## config.mk

```make
export PLATFORM = sky130hd
export DESIGN_NAME = ped_crossing_signal
export DESIGN_NICKNAME = d
export VERILOG_FILES = /design/src/rtl/ped_pkg.sv /design/src/rtl/ped_crossing_fsm.sv /design/src/rtl/ped_crossing_signal.sv
export SDC_FILE = /design/constraint.sdc
export NUM_CORES = 1
export LEC_CHECK = 0
export BUFFER_PORTS_ARGS = -buffer_cell sky130_fd_sc_hd__buf_4
export CORE_MARGIN = 4
export CORE_UTILIZATION = 45
export CTS_BUF_LIST = sky130_fd_sc_hd__clkbuf_16
export DETAILED_ROUTE_END_ITERATION = 6
export PLACE_DENSITY_LB_ADDON = 0.25
export SYNTH_ARGS = -nofsm -noshare
export SYNTH_HDL_FRONTEND = slang
export SYNTH_SLANG_ARGS = --single-unit
```

## constraint.sdc

```tcl
create_clock -name clk -period 2.3 [get_ports clk]
set_clock_uncertainty 0.1 [all_clocks]
set_input_delay 0.46 -clock clk [delete_from_list [all_inputs] [get_ports clk]]
set_output_delay 0.46 -clock clk [all_outputs]
set_load 0.05 [all_outputs]
```

## src/rtl/ped_pkg.sv

```systemverilog
// ----------------------------------------------------------------------------
// ped_pkg
// Shared types and constants for the pedestrian crossing signal block.
//   ped_state_e   : per-crossing FSM state (IDLE, WAIT, WALK, CLEAR)
//   CNT_W_DEF     : default width of the controller countdown
//   RST_WALK / RST_DONT_WALK : lamp values driven while in reset or fault
//   lamp_ok()     : true when exactly one of a road's three lamps is lit
// ----------------------------------------------------------------------------
package ped_pkg;

   typedef enum logic [1:0] {
      IDLE  = 2'd0,
      WAIT  = 2'd1,
      WALK  = 2'd2,
      CLEAR = 2'd3
   } ped_state_e;

   localparam int   CNT_W_DEF     = 7;
   localparam logic RST_WALK      = 1'b0;
   localparam logic RST_DONT_WALK = 1'b1;

   // Exactly-one-hot check over three lamps: odd parity rules out 0 and 2
   // lit, the AND term rules out all three lit.
   function automatic logic lamp_ok(input logic r, input logic y, input logic g);
      return (r ^ y ^ g) & ~(r & y & g);
   endfunction

endpackage

```

## src/rtl/ped_crossing_fsm.sv

```systemverilog
// ----------------------------------------------------------------------------
// ped_crossing_fsm
// One pedestrian crossing: button synchroniser + debounce, request FSM,
// WALK / flashing DON'T WALK generation and pedestrian countdown.
// "x" is the road this crossing spans, "y" is the other road.
// Optional feature macro: PED_AUDIO_EN (adds tick_o).
// Ports:
//   clk_i, rst_ni      clock, synchronous active-low reset
//   btn_raw_i          raw asynchronous push-button
//   block_i            fault: hold in IDLE, DON'T WALK solid, no requests
//   red_x_i            red lamp of road x
//   red_y_i, yellow_y_i, green_y_i   lamps of road y
//   countdown_i        controller remaining time
//   ped_button_o       one-cycle request pulse to the controller
//   walk_o, dont_walk_o, waiting_o   pedestrian head and request indicator
//   ped_countdown_o    seconds left to cross (0 outside WALK/CLEAR)
//   tick_o             audio tick (only with PED_AUDIO_EN)
// ----------------------------------------------------------------------------
module ped_crossing_fsm
   import ped_pkg::*;
#(
   parameter int DEBOUNCE_CYCLES = 2,
   parameter int CLEAR_TIME      = 10,
   parameter int FLASH_DIV       = 1,
   parameter int CNT_W           = CNT_W_DEF
)(
   input  logic             clk_i,
   input  logic             rst_ni,
   input  logic             btn_raw_i,
   input  logic             block_i,
   input  logic             red_x_i,
   input  logic             red_y_i,
   input  logic             yellow_y_i,
   input  logic             green_y_i,
   input  logic [CNT_W-1:0] countdown_i,
   output logic             ped_button_o,
   output logic             walk_o,
   output logic             dont_walk_o,
   output logic             waiting_o,
   output logic [CNT_W-1:0] ped_countdown_o
`ifdef PED_AUDIO_EN
   ,
   output logic             tick_o
`endif
);

   localparam int DW = $clog2(DEBOUNCE_CYCLES + 1);
   localparam int FW = $clog2(2 * FLASH_DIV + 1);
   localparam logic [DW-1:0]    DB_LAST    = DW'(DEBOUNCE_CYCLES - 1);
   localparam logic [FW-1:0]    FLASH_HALF = FW'(FLASH_DIV);
   localparam logic [FW-1:0]    FLASH_LAST = FW'(2 * FLASH_DIV - 1);
   localparam logic [CNT_W-1:0] CLR_T      = CNT_W'(CLEAR_TIME);

   logic [1:0]       sync_q;
   logic             db_q;
   logic [DW-1:0]    db_cnt_q;
   ped_state_e       state_q;
   logic             pending_q;
   logic [FW-1:0]    clr_cnt_q;
   logic             ped_button_q;
   logic             walk_q;
   logic             dont_walk_q;
   logic             waiting_q;
   logic [CNT_W-1:0] pcnt_q;

   logic             press_s;
   logic             win_s;
   logic             end_walk_s;
   logic [CNT_W-1:0] walk_cnt_s;
   logic [FW-1:0]    clr_nxt_s;

   // Two-flop synchroniser followed by a stability counter on the accepted level.
   always_ff @(posedge clk_i) begin
      if (!rst_ni) begin
         sync_q   <= 2'b00;
         db_q     <= 1'b0;
         db_cnt_q <= '0;
      end else begin
         sync_q <= {sync_q[0], btn_raw_i};
         if (sync_q[1] != db_q) begin
            if (db_cnt_q == DB_LAST) begin
               db_q     <= sync_q[1];
               db_cnt_q <= '0;
            end else begin
               db_cnt_q <= db_cnt_q + DW'(1);
            end
         end else begin
            db_cnt_q <= '0;
         end
      end
   end

   // Press fires on the edge where a rising level is accepted, so the FSM
   // registers its pulse on that same edge (2 + DEBOUNCE_CYCLES latency).
   always_comb begin
      press_s    = sync_q[1] & ~db_q & (db_cnt_q == DB_LAST);
      win_s      = red_x_i & green_y_i & (countdown_i > CLR_T);
      end_walk_s = (countdown_i <= CLR_T) | yellow_y_i;
      if (countdown_i > CLR_T) begin
         walk_cnt_s = countdown_i - CLR_T;
      end else begin
         walk_cnt_s = '0;
      end
      if (clr_cnt_q == FLASH_LAST) begin
         clr_nxt_s = '0;
      end else begin
         clr_nxt_s = clr_cnt_q + FW'(1);
      end
   end

   // Request FSM with registered lamp, request and countdown outputs.
   always_ff @(posedge clk_i) begin
      if (!rst_ni || block_i) begin
         state_q      <= IDLE;
         pending_q    <= 1'b0;
         clr_cnt_q    <= '0;
         ped_button_q <= 1'b0;
         walk_q       <= RST_WALK;
         dont_walk_q  <= RST_DONT_WALK;
         waiting_q    <= 1'b0;
         pcnt_q       <= '0;
      end else begin
         ped_button_q <= 1'b0;
         case (state_q)
            IDLE: begin
               walk_q      <= 1'b0;
               dont_walk_q <= 1'b1;
               pcnt_q      <= '0;
               if (press_s) begin
                  state_q      <= WAIT;
                  waiting_q    <= 1'b1;
                  ped_button_q <= 1'b1;
               end else begin
                  waiting_q <= 1'b0;
               end
            end
            WAIT: begin
               if (win_s) begin
                  state_q     <= WALK;
                  walk_q      <= 1'b1;
                  dont_walk_q <= 1'b0;
                  waiting_q   <= 1'b0;
                  pcnt_q      <= walk_cnt_s;
               end else begin
                  walk_q      <= 1'b0;
                  dont_walk_q <= 1'b1;
                  waiting_q   <= 1'b1;
                  pcnt_q      <= '0;
               end
            end
            WALK: begin
               pending_q <= 1'b0;
               if (end_walk_s) begin
                  state_q     <= CLEAR;
                  walk_q      <= 1'b0;
                  dont_walk_q <= 1'b1;
                  clr_cnt_q   <= '0;
                  pcnt_q      <= countdown_i;
               end else begin
                  walk_q      <= 1'b1;
                  dont_walk_q <= 1'b0;
                  pcnt_q      <= walk_cnt_s;
               end
            end
            CLEAR: begin
               walk_q <= 1'b0;
               if (red_y_i) begin
                  dont_walk_q <= 1'b1;
                  pcnt_q      <= '0;
                  clr_cnt_q   <= '0;
                  pending_q   <= 1'b0;
                  // A request latched during CLEAR is issued as the head goes solid.
                  if (pending_q || press_s) begin
                     state_q      <= WAIT;
                     waiting_q    <= 1'b1;
                     ped_button_q <= 1'b1;
                  end else begin
                     state_q   <= IDLE;
                     waiting_q <= 1'b0;
                  end
               end else begin
                  clr_cnt_q   <= clr_nxt_s;
                  dont_walk_q <= (clr_nxt_s < FLASH_HALF);
                  pcnt_q      <= countdown_i;
                  if (press_s) begin
                     pending_q <= 1'b1;
                     waiting_q <= 1'b1;
                  end else begin
                     pending_q <= pending_q;
                  end
               end
            end
            default: begin
               state_q     <= IDLE;
               walk_q      <= 1'b0;
               dont_walk_q <= 1'b1;
               waiting_q   <= 1'b0;
               pcnt_q      <= '0;
            end
         endcase
      end
   end

`ifdef PED_AUDIO_EN
   logic tick_q;

   // Audio tick: every cycle of WALK, once per flash period in CLEAR.
   always_ff @(posedge clk_i) begin
      if (!rst_ni || block_i) begin
         tick_q <= 1'b0;
      end else begin
         case (state_q)
            WAIT:    tick_q <= win_s;
            WALK:    tick_q <= 1'b1;
            CLEAR:   tick_q <= ~red_y_i & (clr_nxt_s == '0);
            default: tick_q <= 1'b0;
         endcase
      end
   end

   assign tick_o = tick_q;
`endif

   assign ped_button_o    = ped_button_q;
   assign walk_o          = walk_q;
   assign dont_walk_o     = dont_walk_q;
   assign waiting_o       = waiting_q;
   assign ped_countdown_o = pcnt_q;

endmodule

```

## src/rtl/ped_crossing_signal.sv

```systemverilog
// ----------------------------------------------------------------------------
// ped_crossing_signal
// Pedestrian-side companion to the traffic light controller for crossing A
// (spans road A) and crossing B (spans road B). Detects illegal lamp
// combinations and cross-wires the controller lamps into two crossing FSMs.
// Optional feature macro: PED_AUDIO_EN (adds tick_A, tick_B).
// Ports:
//   clk, rst_n                 clock, synchronous active-low reset
//   btn_raw_A/B                raw push-buttons
//   red/yellow/green_A/B       controller lamps per road
//   countdown                  controller remaining time
//   ped_button_A/B             one-cycle request pulses to the controller
//   walk_A/B, dont_walk_A/B    pedestrian heads
//   waiting_A/B                request registered indicators
//   ped_countdown_A/B          seconds left to cross
//   fault                      sticky illegal-lamp flag
//   tick_A/B                   audio ticks (only with PED_AUDIO_EN)
// ----------------------------------------------------------------------------
module ped_crossing_signal
   import ped_pkg::*;
#(
   parameter int DEBOUNCE_CYCLES = 2,
   parameter int CLEAR_TIME      = 10,
   parameter int FLASH_DIV       = 1,
   parameter int CNT_W           = CNT_W_DEF
)(
   input  logic             clk,
   input  logic             rst_n,
   input  logic             btn_raw_A,
   input  logic             btn_raw_B,
   input  logic             red_A,
   input  logic             yellow_A,
   input  logic             green_A,
   input  logic             red_B,
   input  logic             yellow_B,
   input  logic             green_B,
   input  logic [CNT_W-1:0] countdown,
   output logic             ped_button_A,
   output logic             ped_button_B,
   output logic             walk_A,
   output logic             walk_B,
   output logic             dont_walk_A,
   output logic             dont_walk_B,
   output logic             waiting_A,
   output logic             waiting_B,
   output logic [CNT_W-1:0] ped_countdown_A,
   output logic [CNT_W-1:0] ped_countdown_B,
   output logic             fault
`ifdef PED_AUDIO_EN
   ,
   output logic             tick_A,
   output logic             tick_B
`endif
);

   logic fault_q;
   logic fault_now_s;
   logic block_s;

   // Illegal lamp combination this cycle; the FSMs are blocked on the same
   // edge that sets the sticky flag.
   always_comb begin
      fault_now_s = ~lamp_ok(red_A, yellow_A, green_A)
                  | ~lamp_ok(red_B, yellow_B, green_B)
                  | (green_A & green_B);
      block_s     = fault_now_s | fault_q;
   end

   // Sticky fault flag, cleared only by reset.
   always_ff @(posedge clk) begin
      if (!rst_n) begin
         fault_q <= 1'b0;
      end else begin
         fault_q <= fault_q | fault_now_s;
      end
   end

   assign fault = fault_q;

   ped_crossing_fsm #(
      .DEBOUNCE_CYCLES (DEBOUNCE_CYCLES),
      .CLEAR_TIME      (CLEAR_TIME),
      .FLASH_DIV       (FLASH_DIV),
      .CNT_W           (CNT_W)
   ) u_cross_a (
      .clk_i           (clk),
      .rst_ni          (rst_n),
      .btn_raw_i       (btn_raw_A),
      .block_i         (block_s),
      .red_x_i         (red_A),
      .red_y_i         (red_B),
      .yellow_y_i      (yellow_B),
      .green_y_i       (green_B),
      .countdown_i     (countdown),
      .ped_button_o    (ped_button_A),
      .walk_o          (walk_A),
      .dont_walk_o     (dont_walk_A),
      .waiting_o       (waiting_A),
      .ped_countdown_o (ped_countdown_A)
`ifdef PED_AUDIO_EN
      ,
      .tick_o          (tick_A)
`endif
   );

   ped_crossing_fsm #(
      .DEBOUNCE_CYCLES (DEBOUNCE_CYCLES),
      .CLEAR_TIME      (CLEAR_TIME),
      .FLASH_DIV       (FLASH_DIV),
      .CNT_W           (CNT_W)
   ) u_cross_b (
      .clk_i           (clk),
      .rst_ni          (rst_n),
      .btn_raw_i       (btn_raw_B),
      .block_i         (block_s),
      .red_x_i         (red_B),
      .red_y_i         (red_A),
      .yellow_y_i      (yellow_A),
      .green_y_i       (green_A),
      .countdown_i     (countdown),
      .ped_button_o    (ped_button_B),
      .walk_o          (walk_B),
      .dont_walk_o     (dont_walk_B),
      .waiting_o       (waiting_B),
      .ped_countdown_o (ped_countdown_B)
`ifdef PED_AUDIO_EN
      ,
      .tick_o          (tick_B)
`endif
   );

endmodule

```

After elaboration in Yosys (flattened, before gate mapping)
Cells that the tools add are included.
W data, S select, Z words.
{"block": "op_classes", "addsub": 5, "multipliers": 0, "div_mod_pow": 0, "n_lt_le_gt_ge": 4, "eq_ne": 22, "shift": 0, "n_mux": 61, "bitwise_logic": 33, "reduce_logical": 24}
{"operator": "$pmux W7 S4", "n": 2}
{"operator": "$mux W7", "n": 7}
{"operator": "$mux W2", "n": 14}
{"operator": "$mux W1", "n": 24}
{"operator": "$pmux W2 S4", "n": 2}
{"operator": "$reduce_and A2 Y1", "n": 8}
{"operator": "$and A1 B1 Y1", "n": 15}
{"operator": "$eq A2 B1 Y1 const B", "n": 6}
{"operator": "$ne A2 B1 Y1 const B", "n": 6}
{"operator": "$pmux W1 S3", "n": 4}
{"operator": "$not A1 Y1", "n": 9}
{"operator": "$add A2 B1 Y2 const B", "n": 4}
{"operator": "$eq A2 B2 Y1 const B", "n": 4}
{"operator": "$pmux W1 S2", "n": 4}
{"operator": "$pmux W1 S4", "n": 2}
{"operator": "$pmux W2 S2", "n": 2}
{"operator": "$reduce_and A4 Y1", "n": 2}
{"operator": "$gt A7 B4 Y1 const B", "n": 1}
{"operator": "$le A7 B4 Y1 const B", "n": 1}
{"operator": "$sub A7 B4 Y7 const B", "n": 1}
{"operator": "$ne A3 B2 Y1 const B", "n": 2}
{"operator": "$reduce_bool A3 Y1", "n": 2}
{"operator": "$reduce_or A3 Y1", "n": 2}
{"operator": "$or A1 B1 Y1", "n": 5}
{"operator": "other kinds (9)", "n": 20}
{"block": "word_totals", "ff_bits": 43, "latchBits": 0, "ram_bits": 0, "rom_bits": 0, "elab_cells": 172, "n_memories": 0}

Depth between registers and ports, before layout
{"block": "logic_depth", "depth_word": 9, "depth_mapped": 8, "mapped_depth_nobuf": 7}

Cells and area by module
From an unflattened synthesis, not the netlist that was laid out.
{"block": "hier_totals", "cells_unflattened": 273, "hier_area_um2": 2250.9}
{"mod": "ped_crossing_fsm", "instances": 2, "cells_per_inst": 131, "area_per_inst_um2": 1076.0, "seq_area_each_um2": 400.4}
{"mod": "ped_crossing_signal", "instances": 1, "cells_per_inst": 11, "area_per_inst_um2": 98.8, "seq_area_each_um2": 20.0}

Least setup slack after synthesis
No wires, ideal clock.
{"block": "synth_timing", "path_kind": "input -> register", "startpoint": "in countdown[1]", "endpoint": "reg u_cross_b.state_q[1]", "setup_ns": 0.072, "arrival_time_ns": 1.841, "slack_ns": 0.288, "cell_stages": 7, "path_cell_list": "inv_1 ha_1 nand2b_2 o21ai_4 a31oi_4 a2111oi_4 mux2i_1"}
{"block": "synth_between", "elab_chain_len": 4, "word_cells_on_any_way": 7, "classes_between": "order compare: 2; eq/ne: 2; bitwise: 2; reduce/logical: 1"}
{"element": "from (decl)", "line_no": "ped_crossing_signal.sv:37", "source": "input logic [CNT_W-1:0] countdown,"}
{"element": "$gt A7 B4 Y1 / $le A7 B4 Y1 (equally long branches)", "line_no": "ped_crossing_fsm.sv:97, ped_crossing_fsm.sv:98"}
{"element": "$and A1 B1 Y1 / $or A1 B1 Y1 (equally long branches)", "line_no": "ped_crossing_fsm.sv:97, ped_crossing_fsm.sv:98"}
{"element": "$ne A2 B1 Y1 (no source line)"}
{"element": "$reduce_and A4 Y1 (no source line) (*)"}
{"element": "to (signal assigned)", "line_no": "ped_crossing_fsm.sv:114", "source": "state_q <= IDLE;"}
{"element": "to (signal assigned)", "line_no": "ped_crossing_fsm.sv:130", "source": "state_q <= WAIT;"}
{"element": "to (signal assigned)", "line_no": "ped_crossing_fsm.sv:139", "source": "state_q <= WALK;"}
{"element": "to (decl)", "line_no": "ped_crossing_fsm.sv:57", "source": "ped_state_e state_q;"}
Mark *: on every way between the ends. The rest lies on a longest branch, timed or not.
A chain may end at the register's enable or synchronous reset.

Worst setup path after layout
{"block": "layout_timing", "startpoint": "reg u_cross_a.state_q[0]", "endpoint": "reg u_cross_a.pcnt_q[6], in the netlist u_cross_a.ped_countdown_o[6]"}
{"block": "layout_between", "elab_chain_len": 2, "word_cells_on_any_way": 5, "classes_between": "eq/ne: 3; mux: 1; reduce/logical: 1"}
{"element": "from (decl)", "line_no": "ped_crossing_fsm.sv:57"}
{"element": "from (signal assigned)", "line_no": "ped_crossing_fsm.sv:114"}
{"element": "from (signal assigned)", "line_no": "ped_crossing_fsm.sv:130"}
{"element": "from (signal assigned)", "line_no": "ped_crossing_fsm.sv:139"}
{"element": "$eq A2 B2 Y1, or another cell as far along", "line_no": "ped_crossing_fsm.sv:124", "source": "case (state_q)"}
{"element": "$pmux W7 S4 (*)", "line_no": "ped_crossing_fsm.sv:124"}
{"element": "to (signal assigned)", "line_no": "ped_crossing_fsm.sv:143", "source": "pcnt_q <= walk_cnt_s;"}
{"element": "to (signal assigned)", "line_no": "ped_crossing_fsm.sv:158", "source": "pcnt_q <= countdown_i;"}
{"element": "to (signal assigned)", "line_no": "ped_crossing_fsm.sv:162", "source": "pcnt_q <= walk_cnt_s;"}
{"element": "to (decl)", "line_no": "ped_crossing_fsm.sv:64", "source": "logic [CNT_W-1:0] pcnt_q;"}
Marks and branches as above.

==> parameters.txt <==
Parameter                              Value

GRT
  Global-route congestion overflow total ... 0
  Initial antenna violation count ... 0
  Pin count of the biggest net entering global routing ... 14
  Number of global-route vias before repair ... 1843
  GRT Util Overall ... 16.8%
  Wire length of the first global-routing pass ... 8.41 mm

Synth
  Top_reg_cell synth ... dfxtp_1
  Number of synthesized flops with an enable pin ... 0
  Netlist area before placement ... 2260 sq um
  Post-synth ARST share ... 0%
  Number of distinct library cells after synthesis ... 52
  Number of nets produced by synthesis ... 289
  Proportion of netlist area held by the largest area contributor ... 36.3%
  Warnings, synthesis ... 0
  Top cells by count, synth ... dfxtp_1, nor2_1, a21oi_1, o21ai_0, ha_1
  Sequential area share after synthesis ... 36.3%
  Syn_area_per_cell ... 8.86 sq um
  Top cells by area in the synthesized netlist ... dfxtp_1, ha_1, nor2_1, a21oi_1, o21ai_0
  Count of state elements after synthesis ... 41
  Most common cell in the netlist ... dfxtp_1
  Cell taking the most area after synthesis ... dfxtp_1
  Post-Syn Instances ... 255

STA
  Pins Over Slew Limit ... 0
  Final hold violation count ... 0
  Final period util ... 87.5%
  Setup-violating endpoint count in the final report ... 0
  Final total negative setup slack ... 0 ps
  Fmax ... 497 MHz
  Worst slew margin relative to its limit ... 71.1%
  Min Clock Period, post-route ... 2010 ps
  Worst-margin pin slew ... 433 ps
  RSZ-0062 raised after global routing ... false

Run
  Max capacitance violation total ... 0

Clock tree
  Cells resized by post-CTS repair ... 0
  Clock Sinks ... 41
  Setup repair bufs after CTS ... 0
  TritonCTS clock tree ... done
  Number of buffers added by the clock tree synthesis step ... 5
  Clock latency on the worst-skew pair ... 280 ps
  Number of hold buffers added after CTS ... 0
  H-tree level count ... 2
  Master cell of the clock root buffer ... clkbuf_16
  Maximum clock insertion buffer count ... 2
  Clk slew on worst S/H paths ... 60 ps

Worst hold path
  Worst min-delay path class ... primary input to register

Detailed routing
  Number of DRC violations after detailed routing ... 0
  Pre-Repair DR Iteration Count ... 4
  Overall routed net length ... 5.02 mm
  Detail Route Antenna Nets ... 0
  Initial detailed-routing violation count ... 112
  Number of vias per cell ... 5.33
  WL/cell ... 13.4 microns
  Count of vias placed by the detailed router ... 1995

Setup path
  Critical Path End Type ... register
  Top fanout value on the critical path ... 6
  Worst R2R Setup Slack ... 290 ps
  Startpoint class of the critical path ... register
  Critical path type ... register to register
  Critical path arrival ... 2070 ps
  Data required time of the critical path ... 2360 ps

Place
  I/O Buffers ... 39
  Final RePlAce weighted congestion ... 0.876
  HPWL after DPL ... 3.86 mm
  Area post-placement ... 2680 sq um

Power
  Leakage power summed over all cells ... 1.09 nW
  Cell Pwr Density ... 572 nW/um^2
  Maximum vdd ir drop ... 345 uV

Die
  Overall die height ... 78.9 microns
  Initial cell density of the core ... 47.2%
  Die area ... 6220 sq um
  Die Span X ... 78.9 microns
  Site Rows ... 25
  Core region area ... 4790 sq um
  Ports placed on the boundary ... 40

Finish
  Share of layout cells above drive strength 1 ... 24.8%
  Non-Filler Cell Area, Final ... 2850 sq um
  Antenna diode count ... 0
  # nets final ... 340
  P&R area growth vs syn ... 26.0%

Outcome
  Outcome ... finished, final reports clean
[power by group]
group          internal (W)  total (W)  switching [W]
combinational     0.0000578   0.000133      0.0000754
clock              0.000508   0.000777       0.000269
sequential         0.000716   0.000719     0.00000268
[registers in the layout, indices dropped and copies added, names as in the netlist, 2 cells and up]
| register | count |
|---|---|
| u_cross_a.sync_q | 2 |
| u_cross_b.ped_countdown_o | 7 |
| u_cross_b.db_cnt_q | 2 |
| u_cross_a.state_q | 2 |
| u_cross_a.db_cnt_q | 2 |
| u_cross_b.state_q | 2 |
| u_cross_b.sync_q | 2 |
| u_cross_a.ped_countdown_o | 7 |
[through the flow]
step                      power [W]  hold WS [ps]  setup WS (ps)  instances  util, %
after floorplan            0.000801           297            288        255        -
after global placement     0.000864           307           98.9        366     56.0
after detailed placement   0.000867           319           35.5        366     56.0
after CTS                   0.00164           283            287        374     59.5
after global routing        0.00170           287            162        374     59.5
final                       0.00163           283            289        374     59.5
[cells by family (layout without fill, tap and decap cells)]
family,Yosys count,count (layout),synth area share (%)
adder cells (fa/ha/maj),17,17,9.41
AO/OA/AOI/OAI,71,71,22.9
buffers and inverters,22,74,4.32
AND/OR/NAND/NOR,98,98,24.3
multiplexers,6,6,2.71
flip-flops,41,41,36.3
[area by class of cell]
| cell class | count | area (sq um) |
|---|---|---|
| Multi-Input combinational cell | 192 | 1340 |
| Clock buffer | 5 | 125 |
| Inverter | 16 | 60.1 |
| Fill cell | 438 | 1940 |
| Timing Repair Buffer | 50 | 375 |
| Clock inverter | 3 | 41.3 |
| Sequential cell | 41 | 821 |
| Tap cell | 67 | 83.8 |
[path summary, 6_finish.rpt]
check | startpoint | to | depth (start not counted)
worst min-delay path | btn_raw_A | u_cross_a.sync_q[0]$_SDFF_PN0_ | 2
worst min register to register | u_cross_b.db_cnt_q[0]$_SDFF_PP0_ | u_cross_b.db_cnt_q[0]$_SDFF_PP0_ | 1
worst max register to register | u_cross_a.state_q[0]$_SDFFE_PP0P_ | u_cross_a.ped_countdown_o[6]$_SDFF_PP0_ | 8
worst max-delay path | u_cross_a.state_q[0]$_SDFFE_PP0P_ | u_cross_a.ped_countdown_o[6]$_SDFF_PP0_ | 8
[worst max-delay path, stage by stage, from the launching register on]
cell	delay (ps)
dfxtp_1	390
inv_1	110
ha_1	280
and2b_1	250
a31oi_1	270
nor2_1	70
buf_4	160
a22oi_1	190
nor2_1	60
[layer usage]
layer  wire length [microns]  global-route usage [%]
met4                      56                    5.84
met1                    2350                    21.7
met2                    2350                    27.8
met3                     265                    3.17
met5                       0                       0
[cell usage in the layout (no fill, tap or decap), types with 4 or more instances in the layout]
master     instances
and2_1             6
nand3_1            5
buf_4             50
mux2i_1            5
a21oi_1           18
or3_1              5
nand2_1           13
dfxtp_1           41
a22oi_1            7
ha_1              17
a31oi_1            5
o211ai_1           4
o21ai_0           18
nor2_1            36
o21a_1             4
inv_1             16
clkbuf_16          5
No activity file was read; power rests on OpenSTA's default activity.
